<file path="config.mk">
export PLATFORM = sky130hd
export DESIGN_NAME = muldiv_unit
export DESIGN_NICKNAME = d
export VERILOG_FILES = /design/src/rtl/muldiv_pkg.sv /design/src/rtl/muldiv_unit.sv
export SDC_FILE = /design/constraint.sdc
export NUM_CORES = 1
export LEC_CHECK = 0
export ABC_AREA = 1
export CORE_MARGIN = 4
export CORE_UTILIZATION = 45
export CTS_BUF_LIST = sky130_fd_sc_hd__clkbuf_4
export CTS_CLUSTER_SIZE = 30
export DETAILED_ROUTE_END_ITERATION = 10
export PLACE_DENSITY = 0.64
export SYNTH_ARGS = -nofsm -noshare
export SYNTH_HDL_FRONTEND = slang
export SYNTH_SLANG_ARGS = --single-unit
</file>
<file path="constraint.sdc">
create_clock -name clk -period 3 [get_ports clk]
set_input_delay 0.75 -clock clk [delete_from_list [all_inputs] [get_ports clk]]
set_output_delay 0.75 -clock clk [all_outputs]
set_load 0.05 [all_outputs]
</file>
<file path="src/rtl/muldiv_pkg.sv">
// muldiv_pkg: shared definitions for the iterative RV32M multiply/divide unit.
//   - funct3 encodings of the eight M-extension operations
//   - 2-bit FSM state encoding
//   - helper for the width of the iteration counter
package muldiv_pkg;

  localparam logic [2:0] FN_MUL    = 3'b000;
  localparam logic [2:0] FN_MULH   = 3'b001;
  localparam logic [2:0] FN_MULHSU = 3'b010;
  localparam logic [2:0] FN_MULHU  = 3'b011;
  localparam logic [2:0] FN_DIV    = 3'b100;
  localparam logic [2:0] FN_DIVU   = 3'b101;
  localparam logic [2:0] FN_REM    = 3'b110;
  localparam logic [2:0] FN_REMU   = 3'b111;

  typedef enum logic [1:0] {
    S_IDLE = 2'd0,
    S_CALC = 2'd1,
    S_FIX  = 2'd2,
    S_DONE = 2'd3
  } state_t;

  // One extra bit so the counter can represent WIDTH itself and never wraps early.
  function automatic int cnt_bits(input int width);
    return $clog2(width) + 1;
  endfunction

endpackage

</file>
<file path="src/rtl/muldiv_unit.sv">
// muldiv_unit: iterative RV32M multiply/divide execution unit.
// A shift-add multiplier and a restoring divider share one WIDTH-cycle engine
// working on unsigned magnitudes; signs are re-applied in the FIX state.
// Ports:
//   clk        core clock, rising edge
//   reset      asynchronous active-low reset
//   start      M-extension instruction present this cycle
//   funct3     operation select (MUL..REMU)
//   op_a/op_b  rs1 / rs2 operand values
//   rd_in      destination register index
//   flush      cancel the operation in flight (CALC/FIX)
//   busy       stall request to PC/fetch
//   done       one-cycle pulse, result valid
//   result     write-back data
//   rd_out     write-back destination select
//   wb_enable  register-file write enable (done and rd_out != 0)
module muldiv_unit
  import muldiv_pkg::*;
#(
  parameter int WIDTH = 32
) (
  input  logic             clk,
  input  logic             reset,
  input  logic             start,
  input  logic [2:0]       funct3,
  input  logic [WIDTH-1:0] op_a,
  input  logic [WIDTH-1:0] op_b,
  input  logic [4:0]       rd_in,
  input  logic             flush,
  output logic             busy,
  output logic             done,
  output logic [WIDTH-1:0] result,
  output logic [4:0]       rd_out,
  output logic             wb_enable
);

  localparam int CNT_W = cnt_bits(WIDTH);
  localparam logic [CNT_W-1:0] CNT_LAST = CNT_W'(WIDTH - 1);
  localparam logic [CNT_W-1:0] CNT_ONE  = CNT_W'(1);
  localparam logic [WIDTH-1:0] MIN_NEG  = {1'b1, {(WIDTH-1){1'b0}}};

  state_t           state_reg;
  logic [2:0]       fn_reg;
  logic [4:0]       rd_reg;
  logic             neg_a_reg;
  logic             neg_b_reg;
  logic             special_reg;
  logic [WIDTH-1:0] hi_reg;    // product high half / partial remainder
  logic [WIDTH-1:0] lo_reg;    // multiplier then product low half / dividend then quotient
  logic [WIDTH-1:0] opnd_reg;  // multiplicand / divisor magnitude
  logic [CNT_W-1:0] cnt_reg;
  logic [WIDTH-1:0] result_reg;
  logic [4:0]       rd_out_reg;
  logic             done_reg;
  logic             wb_reg;

  // Operand decode in IDLE
  logic             a_sgn, b_sgn, a_neg, b_neg, special;
  logic [WIDTH-1:0] a_mag, b_mag;

  always_comb begin
    a_sgn   = (funct3 == FN_MULH) || (funct3 == FN_MULHSU) ||
              (funct3 == FN_DIV)  || (funct3 == FN_REM);
    b_sgn   = (funct3 == FN_MULH) || (funct3 == FN_DIV) || (funct3 == FN_REM);
    a_neg   = a_sgn && op_a[WIDTH-1];
    b_neg   = b_sgn && op_b[WIDTH-1];
    a_mag   = a_neg ? -op_a : op_a;
    b_mag   = b_neg ? -op_b : op_b;
    // divide by zero, or signed MIN / -1 overflow (DIV/REM have funct3[0]=0)
    special = funct3[2] && ((op_b == '0) ||
              (!funct3[0] && (op_a == MIN_NEG) && (op_b == '1)));
  end

  // One engine step
  logic [WIDTH:0] add_sum, div_shift, div_diff;

  always_comb begin
    add_sum   = {1'b0, hi_reg} + (lo_reg[0] ? {1'b0, opnd_reg} : '0);
    div_shift = {hi_reg, lo_reg[WIDTH-1]};
    div_diff  = div_shift - {1'b0, opnd_reg};
  end

  // Sign correction and result selection
  logic [2*WIDTH-1:0] prod, prod_s;
  logic [WIDTH-1:0]   a_orig, fix_result;

  always_comb begin
    prod       = {hi_reg, lo_reg};
    prod_s     = (neg_a_reg ^ neg_b_reg) ? -prod : prod;
    a_orig     = neg_a_reg ? -lo_reg : lo_reg;  // lo_reg still holds |op_a| on the special path
    fix_result = '0;
    if (special_reg) begin
      if (opnd_reg == '0)
        fix_result = fn_reg[1] ? a_orig : '1;
      else
        fix_result = fn_reg[1] ? '0 : MIN_NEG;
    end else if (!fn_reg[2]) begin
      fix_result = (fn_reg == FN_MUL) ? prod_s[WIDTH-1:0] : prod_s[2*WIDTH-1:WIDTH];
    end else if (!fn_reg[1]) begin
      fix_result = (neg_a_reg ^ neg_b_reg) ? -lo_reg : lo_reg;
    end else begin
      fix_result = neg_a_reg ? -hi_reg : hi_reg;
    end
  end

  always_ff @(posedge clk or negedge reset) begin
    if (!reset) begin
      state_reg   <= S_IDLE;
      fn_reg      <= '0;
      rd_reg      <= '0;
      neg_a_reg   <= 1'b0;
      neg_b_reg   <= 1'b0;
      special_reg <= 1'b0;
      hi_reg      <= '0;
      lo_reg      <= '0;
      opnd_reg    <= '0;
      cnt_reg     <= '0;
      result_reg  <= '0;
      rd_out_reg  <= '0;
      done_reg    <= 1'b0;
      wb_reg      <= 1'b0;
    end else begin
      done_reg <= 1'b0;
      wb_reg   <= 1'b0;
      case (state_reg)
        S_IDLE: begin
          if (start && !flush) begin
            fn_reg      <= funct3;
            rd_reg      <= rd_in;
            neg_a_reg   <= a_neg;
            neg_b_reg   <= b_neg;
            special_reg <= special;
            hi_reg      <= '0;
            lo_reg      <= a_mag;
            opnd_reg    <= b_mag;
            cnt_reg     <= '0;
            state_reg   <= special ? S_FIX : S_CALC;
          end
        end
        S_CALC: begin
          if (flush) begin
            state_reg <= S_IDLE;
          end else begin
            if (!fn_reg[2]) begin
              hi_reg <= add_sum[WIDTH:1];
              lo_reg <= {add_sum[0], lo_reg[WIDTH-1:1]};
            end else if (!div_diff[WIDTH]) begin
              hi_reg <= div_diff[WIDTH-1:0];
              lo_reg <= {lo_reg[WIDTH-2:0], 1'b1};
            end else begin
              hi_reg <= div_shift[WIDTH-1:0];
              lo_reg <= {lo_reg[WIDTH-2:0], 1'b0};
            end
            cnt_reg <= cnt_reg + CNT_ONE;
            if (cnt_reg == CNT_LAST)
              state_reg <= S_FIX;
          end
        end
        S_FIX: begin
          if (flush) begin
            state_reg <= S_IDLE;
          end else begin
            result_reg <= fix_result;
            rd_out_reg <= rd_reg;
            done_reg   <= 1'b1;
            wb_reg     <= (rd_reg != 5'd0);
            state_reg  <= S_DONE;
          end
        end
        default: begin
          state_reg <= S_IDLE;
        end
      endcase
    end
  end

  assign busy      = ((state_reg == S_IDLE) && start) ||
                     (state_reg == S_CALC) || (state_reg == S_FIX);
  assign done      = done_reg;
  assign wb_enable = wb_reg;
  assign result    = result_reg;
  assign rd_out    = rd_out_reg;

endmodule
</file>
==> metrics.yaml, run 1 <==
status: "complete, no violations"
grt_pass1_vias: 20700
first_pass_iters: 7
num_rows: 73
synth-seq-cells: 154
netlist_instances: 3175
dieArea_sq_mm: 0.0443
cts_made_buffers: 17
hold_class: "in -> async"
ys_seq_area_frac: 0.209
async_reset_ff_frac: 1.00
rsz0062_at_grt: "no"
areaGrowthSynthToFinish_pct: 14.1
dp_cells: 3817
cts.sinks: 154
io-pin-count: 116
cts_tree: "built"
slew_headroom: 0.474
drive_above_1_share: 0.0860
reg2reg_slack_ns: 0.12
yosys_most_used_dff: "dfrtp_1"
synth_area_per_cell_sq_um: 5.81
crit_path_end: "result[14]$_DFFE_PN0P_"
synth_fp_nets: 3323
cts_max_path_buffers: 2
finalSetupViolations: 0
grt_pass1_wl_mm: 124
grt_overflow: 0
r2r_cells: 11
power_density_mw_per_mm2: 1240
fmax_ghz: 0.348
drc_errors: 0
synth_cell_type_count: 55
worstSkewPairLatency_ns: 0.75
p_leak_nw: 10.7
tightest_slew_ns: 0.786
die_y_microns: 210
total_power_mw: 26.1
finalClockSkew_ns: 0.0390
postRouteAntennaNets: 0
hold_ws_ns: 0.503
vias: 22300
syn-cell-area_sq_mm: 0.0184
cts_root_buffer: "clkbuf_4"
placed_cell_area_sq_mm: 0.0207
finalWorstSetupSlack_ns: 0.124
place_congestion: 1.08
ys.warnings.count: 0
timing.rr.start: "hi_reg[2]$_DFFE_PN0P_"
cp-end-kind: "flip-flop"
crit_required_ns: 3.61
core_area_sq_mm: 0.0401
synth_edf_count: 0
min_period_ns: 2.88
rr_endpoint: "result[14]$_DFFE_PN0P_"
grt_start_max_net_pins: 61
tns_ns: 0
layout.cells.non_filler: 3852
htree_levels: 4
dieWidth_microns: 210
arrival_ns: 3.48
hold_viol_final: 0
drv_cap: 0
startpoint_type: "flip-flop"
fin_crit_sh: 0.959
drv_slew: 0
grtUsageTotal: 0.361
finalWirelength_mm: 81.7
worstSetupPathType: "reg -> reg"
critPathMaxFanout: 5
stdcell_area_sq_mm: 0.0210
fin_nets: 3460
wl_per_cell_microns: 21.2
io_buffer_count: 115
drt_iter0_drc: 2797
via_per_inst: 5.78
hpwl_mm: 65.9
start_util: 0.460
fin_util: 0.524
path_clk_slew_ns: 0.17
cp-startpoint: "hi_reg[2]$_DFFE_PN0P_"
place_ws_ns: 0.135
ir_drop_uv: 781
antenna_found_initial: 3
-- report_power, final --
part	switching (mW)	leakage (nW)	internal (mW)	total, mW
Clock	1.03	0.181	0.629	1.65
Sequential	1.35	1.90	2.98	4.33
Combinational	13.7	8.58	6.40	20.1
-- final cells by class --
class / instances / area, sq um
Fill cell: 4325 / 19100
Multi-Input combinational cell: 2535 / 12600
Sequential cell: 154 / 3860
Timing Repair Buffer: 238 / 2150
Inverter: 366 / 1380
Tap cell: 525 / 657
Clock inverter: 15 / 228
Clock buffer: 17 / 128
Antenna cell: 2 / 5.00
-- logic make-up (layout without fill, tap and decap cells) --
kind of cell,count (synthesis),after routing,share of synthesized area
buffers and inverters,486,636,0.107
DFF,154,154,0.209
AOI/OAI and AO/OA,594,594,0.178
and+or+nand+nor,1790,1790,0.419
other,0,2,0
adders and majority gates,72,72,0.0497
xor gates and xnor gates,79,79,0.0375
-- worst min path at each step --
stage                                      from                       end  slack, ns  cells after the start
after CTS                              rd_in[0]     rd_reg[0]$_DFFE_PN0P_       0.48                      3
final                                     reset  opnd_reg[21]$_DFFE_PN0P_       0.50                      2
after global placement    rd_out[1]$_DFFE_PN0P_     rd_out[1]$_DFFE_PN0P_       0.47                      2
after floorplan                           reset    cnt_reg[0]$_DFFE_PN0P_       0.45                      0
after detailed placement  rd_out[0]$_DFFE_PN0P_     rd_out[0]$_DFFE_PN0P_       0.48                      2
after global routing                   rd_in[0]     rd_reg[0]$_DFFE_PN0P_       0.51                      3
-- synth_stat cells (6+ instances only) --
library cell	number	area share
nand2_1	1006	0.20
inv_1	354	0.072
nor2_1	292	0.059
nand3_1	276	0.075
o21ai_0	237	0.064
a21oi_1	206	0.056
dfrtp_1	154	0.21
ha_1	70	0.048
xor2_1	65	0.031
clkbuf_1	62	0.013
nand4_1	47	0.016
nor3_1	39	0.011
o211ai_1	36	0.015
or2_2	34	0.012
o21ai_1	30	0.0081
buf_2	28	0.0076
nand2_2	22	0.0075
a31oi_1	19	0.0064
a21boi_1	18	0.0073
nor4_1	17	0.0058
nor2_4	16	0.0098
nor2_2	15	0.0051
xnor2_1	14	0.0067
buf_1	11	0.0022
buf_6	10	0.0061
a21o_1	7	0.0029
a21oi_2	7	0.0033
buf_4	7	0.0029
o21a_1	7	0.0029
inv_2	6	0.0012
nand2_4	6	0.0037
-- cell usage in the layout, fill, tap and decap left out, drive strengths merged, types with 14 or more instances in the layout --
master	synthesis	final
a31oi	19	19
a21boi	19	19
nor2	324	324
nand4	47	47
o21ai	271	271
or2	36	36
nor4	17	17
xnor2	14	14
o211ai	36	36
ha	70	70
nor3	44	44
inv	360	367
nand2	1034	1034
xor2	65	65
a21oi	213	213
nand3	278	278
clkbuf	64	17
buf	56	124
dfrtp	154	154
clkdlybuf4s50	0	113
-- per-layer routing --
metal / share of wire / vias up / track usage
met5: 0.00016 / - / 0
met4: 0.029 / 2 / 0.105
met3: 0.12 / 135 / 0.0905
met2: 0.41 / 1132 / 0.513
met1: 0.45 / 10400 / 0.541
li1: - / 10600 / -
-- repair_timing --
item                                    CTS  global route
setup buffers                             0             0
endpoints found under the setup margin    0             1
hold buffers                              1             0
endpoints found under the hold margin    21             0
gates resized for setup                   0             2
-- critical path, stage by stage (launching register included) --
cell and delay, ns:
dfrtp_1 0.53, buf_4 0.22, nor2_1 0.27, nand2_1 0.22
inv_1 0.19, nand2_1 0.13, o21ai_2 0.23, nor2_1 0.06
o21ai_0 0.46, a21oi_1 0.15, o21ai_1 0.19, a21boi_1 0.10
No activity file was read; power rests on OpenSTA's default activity.
==> run 2: changes to the inputs <==
--- a/config.mk
+++ b/config.mk
@@ -6,6 +6,7 @@
 export NUM_CORES = 1
 export LEC_CHECK = 0
 export ABC_AREA = 1
+export CORE_ASPECT_RATIO = 0.5
 export CORE_MARGIN = 4
 export CORE_UTILIZATION = 45
 export CTS_BUF_LIST = sky130_fd_sc_hd__clkbuf_4
==> metrics.yaml, run 2 (synthesized netlist as in run 1, its figures left out) <==
status: "complete, no violations"  # unchanged
num_rows: 52  # was 73
place_congestion: 1.07  # was 1.08
worstSkewPairLatency_ns: 0.70  # was 0.75 ns
fin_nets: 3464  # was 3,460
tightest_slew_ns: 0.733  # was 0.786 ns
cts.sinks: 154  # unchanged
worstSetupPathType: "reg -> reg"  # unchanged
post_cts_buffers: 0  # unchanged
min_period_ns: 2.87  # was 2.88 ns
io-pin-count: 116  # unchanged
drv_cap: 0  # unchanged
drive_above_1_share: 0.0889  # was 0.0860
crit_required_ns: 3.57  # was 3.61 ns
final_cell_mix: "nand2_1, inv_1, nor2_1"  # unchanged
slowest_delay_ns: 0.72  # was 0.53 ns
cts_root_buffer: "clkbuf_4"  # unchanged
finalWirelength_mm: 78.3  # was 81.7 mm
vias: 22100  # was 22,300
layout_commonest_cell: "nand2_1"  # unchanged
cts_made_buffers: 17  # unchanged
slew_headroom: 0.512  # was 0.474
core_area_sq_mm: 0.0404  # was 0.0401 sq mm
via_per_inst: 5.70  # was 5.78
die_y_microns: 151  # was 210 microns
fin_crit_sh: 0.956  # was 0.959
cp-startpoint: "hi_reg[4]$_DFFE_PN0P_"  # was hi_reg[2]$_DFFE_PN0P_
stdcell_area_sq_mm: 0.0211  # was 0.0210 sq mm
io_buffer_count: 115  # unchanged
finalSetupViolations: 0  # unchanged
hpwl_mm: 63.2  # was 65.9 mm
finalWorstSetupSlack_ns: 0.133  # was 0.124 ns
wl_per_cell_microns: 20.2  # was 21.2 microns
dieWidth_microns: 294  # was 210 microns
ir_drop_uv: 711  # was 781 uV
grt_pass1_vias: 20000  # was 20,700
htree_levels: 4  # unchanged
critPathMaxFanout: 17  # was 5
startpoint_type: "flip-flop"  # unchanged
total_power_mw: 25.6  # was 26.1 mW
path_cells: "ha_1 > a21oi_2 > nor2_1 > nor2_1 > nand2_2 > nand3_2 > nand2_2 > nand2_2 > nand2_2 > nand2_2 > nand2_4 > buf_4 > nand2_1 > nand3_1 > nand2_1 > nand2_1"  # was buf_4 > nor2_1 > nand2_1 > inv_1 > nand2_1 > o21ai_2 > nor2_1 > o21ai_0 > a21oi_1 > o21ai_1 > a21boi_1
cp-end-kind: "flip-flop"  # unchanged
grt_pass1_wl_mm: 119  # was 124 mm
dp_cells: 3836  # was 3,817
cp_slowest_cell: "dfrtp_1"  # unchanged
layout.cells.non_filler: 3872  # was 3,852
areaGrowthSynthToFinish_pct: 14.3  # was 14.1%
power_density_mw_per_mm2: 1220  # was 1240 mW/mm^2
grt_overflow: 0  # unchanged
p_leak_nw: 10.7  # about the same
timing.rr.start: "hi_reg[4]$_DFFE_PN0P_"  # was hi_reg[2]$_DFFE_PN0P_
cts_max_path_buffers: 2  # unchanged
crit_family: "simple AND/OR/NAND/NOR gates"  # was compound AO/OA/AOI/OAI gates
placed_cell_area_sq_mm: 0.0207  # about the same
start_util: 0.456  # was 0.460
crit_path_frequent_cell: "nand2_2"
fillers: 4351  # was 4,325
path_buf_inv: 1  # was 2
path_clk_slew_ns: 0.19  # was 0.17 ns
postRouteAntennaNets: 0  # unchanged
drv_slew: 0  # unchanged
grt_start_max_net_pins: 83  # was 61
drt_iter0_drc: 2495  # was 2,797
antenna_found_initial: 3  # unchanged
grtUsageTotal: 0.349  # was 0.361
rsz0062_at_grt: "no"  # unchanged
finalClockSkew_ns: 0.0370  # was 0.0390 ns
dieArea_sq_mm: 0.0445  # was 0.0443 sq mm
arrival_ns: 3.44  # was 3.48 ns
hold_viol_final: 0  # unchanged
worstHoldStart: "rd_out[0]$_DFFE_PN0P_"
place_ws_ns: 0.0103  # was 0.135 ns
fmax_ghz: 0.349  # was 0.348 GHz
cts_tree: "built"  # unchanged
hold_class: "reg -> reg"  # was in -> async
drc_errors: 0  # unchanged
first_pass_iters: 7  # unchanged
run 2: cell type report:
type	instances	area (sq um)	area share
Multi-Input combinational cell	2535	12600	0.600
Sequential cell	154	3860	0.183
Clock buffer	17	128	0.00606
Timing Repair Buffer	242	2220	0.105
Tap cell	540	676	0.0321
Antenna cell	3	7.51	0.000356
Inverter	366	1380	0.0654
Clock inverter	15	150	0.00713
run 2: path summary, 6_finish.rpt:
check | end | cells after the start | slack, ns
worst max-delay path | hi_reg[2]$_DFFE_PN0P_ | 16 | 0.13
worst min-delay path | rd_out[0]$_DFFE_PN0P_ | 2 | 0.50
worst max register to register | hi_reg[2]$_DFFE_PN0P_ | 16 | 0.13
worst min register to register | rd_out[0]$_DFFE_PN0P_ | 2 | 0.50
max in group asynchronous | result[26]$_DFFE_PN0P_ | 3 | 1.67
min in group asynchronous | result[3]$_DFFE_PN0P_ | 2 | 0.55
run 2: repair_timing:
action,4_1_cts,5_1_grt
hold buffers,1,0
gates resized for setup,0,10
endpoints found under the setup margin,0,18
hold endpoints to repair,41,0
run 2: metrics by stage:
stage | hold slack [ns] | setup TNS (ns) | util
after global placement | 0.465 | -0.00592 | 0.513
after floorplan | 0.454 | 0 | -
after detailed placement | 0.465 | 0 | 0.513
after CTS | 0.507 | 0 | 0.520
final | 0.502 | 0 | 0.521
after global routing | 0.542 | 0 | 0.521
run 2: tightest hold or removal path, cell delays in order, from the launching register on:
cell     delay [ns]
dfrtp_1        0.38
nand2_1        0.05
nand2_1        0.05
run 2: layer usage:
layer	vias up	routed length, microns	share of wire	GRT usage
met5	-	4	0.000051	0
met4	2	1940	0.025	0.0885
met3	117	8140	0.10	0.0807
met2	1057	32200	0.41	0.514
met1	10300	36000	0.46	0.513
li1	10600	-	-	-
run 2: report_power, final:
group | switching (mW) | total, mW | internal, mW | leakage, nW
clock | 1.04 | 1.41 | 0.374 | 0.142
combinational | 13.3 | 19.8 | 6.49 | 8.61
sequential | 1.42 | 4.40 | 2.98 | 1.90
total | 15.8 | 25.6 | 9.84 | 10.7
